$ cat src/rtl/clk_divider_mc_if.sv
// Configuration write port of the multi-channel clock divider.
// The master drives a write strobe with channel/ratio/mode; the slave answers with a one-cycle ack or err.
interface clk_divider_mc_if #(
  parameter int DATA_WIDTH = 8,
  parameter int CH_W       = 2
);
  logic                  cfg_wr;
  logic [CH_W-1:0]       cfg_ch;
  logic [DATA_WIDTH-1:0] cfg_ratio;
  logic                  cfg_mode;
  logic                  cfg_ack;
  logic                  cfg_err;

  modport master (
    output cfg_wr,
    output cfg_ch,
    output cfg_ratio,
    output cfg_mode,
    input  cfg_ack,
    input  cfg_err
  );

  modport slave (
    input  cfg_wr,
    input  cfg_ch,
    input  cfg_ratio,
    input  cfg_mode,
    output cfg_ack,
    output cfg_err
  );
endinterface

$ cat src/rtl/clk_divider_mc.sv
// Multi-channel programmable divider: each channel emits a square wave or a one-cycle strobe.
// Ratio/mode changes are staged in a shadow copy and committed only at a period boundary.
module clk_divider_mc #(
  parameter int DATA_WIDTH = 8,
  parameter int NUM_CH     = 4,
  parameter int CH_W       = 2
) (
  input  logic               clk_in,
  input  logic               reset,
  input  logic [NUM_CH-1:0]  ch_en,
  input  logic               sync,
  clk_divider_mc_if.slave    cfg,
  output logic [NUM_CH-1:0]  clk_out
);

  typedef enum logic {
    MODE_TOGGLE = 1'b0,
    MODE_PULSE  = 1'b1
  } mode_e;

  logic cfg_valid;
  logic cfg_ack_q, cfg_ack_d;
  logic cfg_err_q, cfg_err_d;

  assign cfg_valid = ({1'b0, cfg.cfg_ch} < (CH_W + 1)'(NUM_CH));

  always_comb begin
    cfg_ack_d = cfg.cfg_wr && cfg_valid;
    cfg_err_d = cfg.cfg_wr && !cfg_valid;
  end

  always_ff @(posedge clk_in) begin
    if (reset) begin
      cfg_ack_q <= 1'b0;
      cfg_err_q <= 1'b0;
    end else begin
      cfg_ack_q <= cfg_ack_d;
      cfg_err_q <= cfg_err_d;
    end
  end

  assign cfg.cfg_ack = cfg_ack_q;
  assign cfg.cfg_err = cfg_err_q;

  for (genvar gi = 0; gi < NUM_CH; gi++) begin : g_ch
    logic [DATA_WIDTH-1:0] cnt_q, cnt_d;
    logic [DATA_WIDTH-1:0] ratio_q, ratio_d;
    logic [DATA_WIDTH-1:0] shadow_ratio_q, shadow_ratio_d;
    mode_e                 mode_q, mode_d;
    mode_e                 shadow_mode_q, shadow_mode_d;
    logic                  pending_q, pending_d;
    logic                  out_q, out_d;
    logic                  wr_hit;
    logic                  terminal;
    logic                  apply;

    assign wr_hit   = cfg.cfg_wr && (cfg.cfg_ch == CH_W'(gi));
    assign terminal = (cnt_q == ratio_q);

    always_comb begin
      cnt_d          = cnt_q;
      ratio_d        = ratio_q;
      mode_d         = mode_q;
      out_d          = out_q;
      pending_d      = pending_q;
      shadow_ratio_d = shadow_ratio_q;
      shadow_mode_d  = shadow_mode_q;
      apply          = 1'b0;

      if (sync || !ch_en[gi]) begin
        // Idle/realign: restart the period and commit anything staged right away.
        cnt_d = '0;
        out_d = 1'b0;
        apply = pending_q;
      end else begin
        cnt_d = terminal ? '0 : cnt_q + 1'b1;
        if (mode_q == MODE_PULSE) begin
          out_d = terminal;
        end else begin
          out_d = out_q ^ terminal;
        end
        apply = pending_q && terminal;
      end

      // The commit uses the shadow as it was before this cycle's write, so a write
      // landing on a boundary stays pending until the following boundary.
      if (apply) begin
        ratio_d   = shadow_ratio_q;
        mode_d    = shadow_mode_q;
        pending_d = 1'b0;
      end

      if (wr_hit) begin
        shadow_ratio_d = cfg.cfg_ratio;
        shadow_mode_d  = mode_e'(cfg.cfg_mode);
        pending_d      = 1'b1;
      end
    end

    always_ff @(posedge clk_in) begin
      if (reset) begin
        cnt_q          <= '0;
        ratio_q        <= '0;
        mode_q         <= MODE_TOGGLE;
        shadow_ratio_q <= '0;
        shadow_mode_q  <= MODE_TOGGLE;
        pending_q      <= 1'b0;
        out_q          <= 1'b0;
      end else begin
        cnt_q          <= cnt_d;
        ratio_q        <= ratio_d;
        mode_q         <= mode_d;
        shadow_ratio_q <= shadow_ratio_d;
        shadow_mode_q  <= shadow_mode_d;
        pending_q      <= pending_d;
        out_q          <= out_d;
      end
    end

    assign clk_out[gi] = out_q;
  end

endmodule

$ cat src/flat_wrapper.sv
// flat-port wrapper written by rule: the top's interface ports become plain ports
module clk_divider_mc_flat 
#(
  parameter int DATA_WIDTH = 8,
  parameter int NUM_CH     = 4,
  parameter int CH_W       = 2
)
  (clk_in, reset, ch_en, sync, clk_out, cfg_cfg_wr, cfg_cfg_ch, cfg_cfg_ratio, cfg_cfg_mode, cfg_cfg_ack, cfg_cfg_err);
  clk_divider_mc_if #(.DATA_WIDTH(DATA_WIDTH), .CH_W(CH_W)) cfg_i ();
  input  logic clk_in;
  input  logic reset;
  input  logic [NUM_CH-1:0] ch_en;
  input  logic sync;
  output logic [NUM_CH-1:0] clk_out;
  input wire logic [$bits(cfg_i.cfg_wr)-1:0] cfg_cfg_wr;
  input wire logic [$bits(cfg_i.cfg_ch)-1:0] cfg_cfg_ch;
  input wire logic [$bits(cfg_i.cfg_ratio)-1:0] cfg_cfg_ratio;
  input wire logic [$bits(cfg_i.cfg_mode)-1:0] cfg_cfg_mode;
  output wire logic [$bits(cfg_i.cfg_ack)-1:0] cfg_cfg_ack;
  output wire logic [$bits(cfg_i.cfg_err)-1:0] cfg_cfg_err;
  assign cfg_i.cfg_wr = cfg_cfg_wr;
  assign cfg_i.cfg_ch = cfg_cfg_ch;
  assign cfg_i.cfg_ratio = cfg_cfg_ratio;
  assign cfg_i.cfg_mode = cfg_cfg_mode;
  assign cfg_cfg_ack = cfg_i.cfg_ack;
  assign cfg_cfg_err = cfg_i.cfg_err;
  clk_divider_mc #(.DATA_WIDTH(DATA_WIDTH), .NUM_CH(NUM_CH), .CH_W(CH_W)) u_core (.clk_in(clk_in), .reset(reset), .ch_en(ch_en), .sync(sync), .cfg(cfg_i), .clk_out(clk_out));
endmodule
$ cat config.mk
export PLATFORM = sky130hd
export DESIGN_NAME = clk_divider_mc_flat
export DESIGN_NICKNAME = d
export VERILOG_FILES = /design/src/rtl/clk_divider_mc_if.sv /design/src/rtl/clk_divider_mc.sv /design/src/flat_wrapper.sv
export SDC_FILE = /design/constraint.sdc
export NUM_CORES = 1
export LEC_CHECK = 0
export ABC_CLOCK_PERIOD_IN_PS = 1500
export CAP_MARGIN = 30
export CELL_PAD_IN_SITES_DETAIL_PLACEMENT = 1
export CELL_PAD_IN_SITES_GLOBAL_PLACEMENT = 2
export CORE_ASPECT_RATIO = 0.75
export CORE_MARGIN = 1
export CORE_UTILIZATION = 33
export DETAILED_ROUTE_END_ITERATION = 7
export GPL_ROUTABILITY_DRIVEN = 0
export PLACE_DENSITY_LB_ADDON = 0.1
export SYNTH_ARGS = -nofsm -noshare
export SYNTH_HDL_FRONTEND = slang
export SYNTH_SLANG_ARGS = --single-unit
$ cat constraint.sdc
create_clock -name clk_in -period 1.5 [get_ports clk_in]
set_clock_uncertainty 0.15 [all_clocks]
set_input_delay 0.225 -clock clk_in [delete_from_list [all_inputs] [get_ports clk_in]]
set_output_delay 0.225 -clock clk_in [all_outputs]
set_load 0.01 [all_outputs]
==> results of run 1 <==
[cell usage in the layout (no fill, tap or decap), types with 20 or more instances in the layout]
cell type,synthesis,routed
a21oi_1,24,21
buf_4,5,135
buf_6,1,23
dfxtp_1,113,66
dfxtp_2,0,44
nand2_1,86,86
nand3_1,43,30
nor2_1,63,54
nor2b_1,24,24
xnor2_1,37,20
[cell type report]
type / instances / share of cell area
timing repair buffer: 188 / 0.195
clock buffer: 25 / 0.0591
multi-input combinational: 498 / 0.424
sequential: 113 / 0.278
clock inverter: 6 / 0.00955
tap: 210 / 0.0313
inverter: 8 / 0.00358
[sequential cells by signal, indices dropped and copies added, names as in the netlist]
name                        flops
u_core.g_ch.out_q               4
u_core.g_ch.ratio_q            32
u_core.cfg.cfg_ack              1
u_core.g_ch.pending_q           4
u_core.g_ch.shadow_mode_q       4
u_core.g_ch.cnt_q              32
u_core.g_ch.mode_q              4
u_core.g_ch.shadow_ratio_q     32
[per-stage QoR]
step                      cells  utilization  power (mW)
after floorplan             676            -        3.41
after global placement      986        0.426        3.69
after detailed placement    986        0.426        3.71
after CTS                  1041        0.491        7.77
after global routing       1048        0.516        8.03
final                      1048        0.516        7.75
[timing repair]
| item | in CTS | in global routing |
|---|---|---|
| setup endpoints to repair | 77 | 76 |
| pin swaps | 58 | 33 |
| cloned | 9 | 1 |
| hold buffers | 0 | 0 |
| buffers inserted | 15 | 9 |
| endpoints found under the hold margin | 0 | 0 |
| resized for setup | 82 | 77 |
[worst min-delay path, stage by stage]
cell     delay [ns]
buf_2          0.20
buf_4          0.20
a21oi_1        0.10
[metal layers]
layer | track usage | share of wire | vias to the layer above
li1 | - | - | 2718
met1 | 0.268 | 0.48 | 2695
met2 | 0.380 | 0.49 | 59
met3 | 0.0413 | 0.028 | 10
met4 | 0.0694 | 0.0077 | 0
met5 | 0 | 0 | -
[where the power goes]
group          internal (mW)  switching [mW]  leakage (nW)
logic                  0.301           0.378          2.17
clock network           2.60            1.38         0.287
registers               3.05          0.0314         0.939
total                   5.95            1.79          3.39
[worst paths after layout]
kind / endpoint / from / slack, ns / depth (start not counted)
max: u_core.g_ch[3].ratio_q[0] / u_core.g_ch[3].ratio_q[6] / -0.29 / 5
min: u_core.g_ch[3].shadow_ratio_q[4] / reset / 0.21 / 3
max reg2reg: u_core.g_ch[3].ratio_q[0] / u_core.g_ch[3].ratio_q[6] / -0.29 / 5
min reg2reg: u_core.g_ch[3].shadow_ratio_q[7] / u_core.g_ch[3].shadow_ratio_q[7] / 0.30 / 2
[cell families (layout without fill, tap and decap cells)]
kind of cell    Yosys count  in the layout  synth area share
flops                   113            113             0.407
buf+inv                  66            227            0.0524
mux                      18             18            0.0324
xor+xnor                 56             56            0.0896
simple gates            311            311             0.280
compound gates          107            108             0.129
fa+ha+maj                 4              4           0.00900
other cells               1              1          0.000674
==> flow_metrics.tcl, run 1 <==
set metrics [dict create \
    status "complete, but fails checks" \
    violations "design-rule violations, negative setup slack" \
    setup_viol 75 \
    seq_area_frac_synth 0.407 \
    critPathRequiredTime_ns 1.66 \
    dieWidth_um 152 \
    finalCritPeriodShare 1.19 \
    grt_overflow 0 \
    syn_area_per_cell_um2 8.23 \
    cap_violations 0 \
    synth_edf_count 0 \
    whs_ns 0.207 \
    critPathBufInv 1 \
    synth_top_area_cell "dfxtp_1" \
    synthTopCellsByCount "dfxtp_1, nand2_1, nor2_1" \
    grt.total_usage 0.216 \
    drc 2 \
    synth-seq-cells 113 \
    antennaDiodeCount 0 \
    wl_per_cell_um 17.4 \
    clkTransAtPathRegs_ns 0.05 \
    arrival_ns 1.95 \
    core_area_mm2 0.0163 \
    grt_pass1_vias 5890 \
    min_path_type "in -> reg" \
    dp_hpwl_um 11800 \
    crit_path_cell_trace "xnor2_2 -> nand4_1 -> buf_6 -> or4_4 -> o311ai_2" \
    antenna_found_initial 0 \
    cp-start-kind "flop" \
    via_per_inst 5.23 \
    placed_cell_area_mm2 0.00693 \
    drv_slew 0 \
    cts_root_buffer "clkbuf_16" \
    first_pass_iters 6 \
    cts_tree "built" \
    area_growth_pct 50.9 \
    multiInputGateArea_mm2 0.00356 \
    path_class "reg -> reg" \
    h-tree-depth 4 \
    synth_area_leaders "dfxtp_1, xnor2_1, nand2_1" \
    netlist_instances 676 \
    drive_above_1_share 0.401 \
    clock.fmax_mhz 558 \
    cpMaxStageDelayCell "or4_4" \
    cellPowerDensity_mw_per_mm2 923 \
    setup_tns_ns -11.01 \
    grt_max_degree 45 \
    crit_fanout 4 \
    nFillCells 1825 \
    cts_made_buffers 17 \
    die_area_mm2 0.0174 \
    seqCellArea_mm2 0.00233 \
    synth.distinct_cells 47 \
    max_stage_delay_ns 0.48 \
    crit_family "simple AND/OR/NAND/NOR gates" \
    ctsLongestPathBuffers 2 \
    grt_pass1_wl_um 29400 \
    fin_nets 849 \
    port_buffers 23 \
    die_h_um 114 \
    irDropWorstVdd_mv 0.603 \
    grt_setup_unrepaired "true" \
    fin_crit_ns 1.79 \
    finalInstanceArea_mm2 0.00839 \
    syn_nets 699 \
    synth_most_common_cell "dfxtp_1" \
    end_kind "flop" \
    initial_core_util 0.342 \
    syn-cell-area_mm2 0.00556 \
    total_leakage_power_nw 3.39 \
    drt_iter0_markers 181 \
    hold_viol 0 \
    vias 5482 \
    num_rows 40 \
    drt-total-wl_um 18200 \
    ant_nets 0 \
    yosysTopAreaCellShare 0.407 \
    clock_sinks 113 \
    worst_slack_ns -0.292 \
    clock_latency_ns 0.41 \
    synth_top_flop_cell "dfxtp_1" \
    yosys_warnings 0 \
    io_pins 25 \
    async_reset_ff_frac 0 \
    pre_cts_slack_ns -0.411 \
]
Power figures use the tool's default switching activity.
==> inputs of run 2 (changes only) <==
CTS_CLUSTER_DIAMETER = 80   (was not set)
SLEW_MARGIN = 20   (was not set)
==> results of run 2 <==
No change in the layout: final DEF, timing and power equal those of run 1.
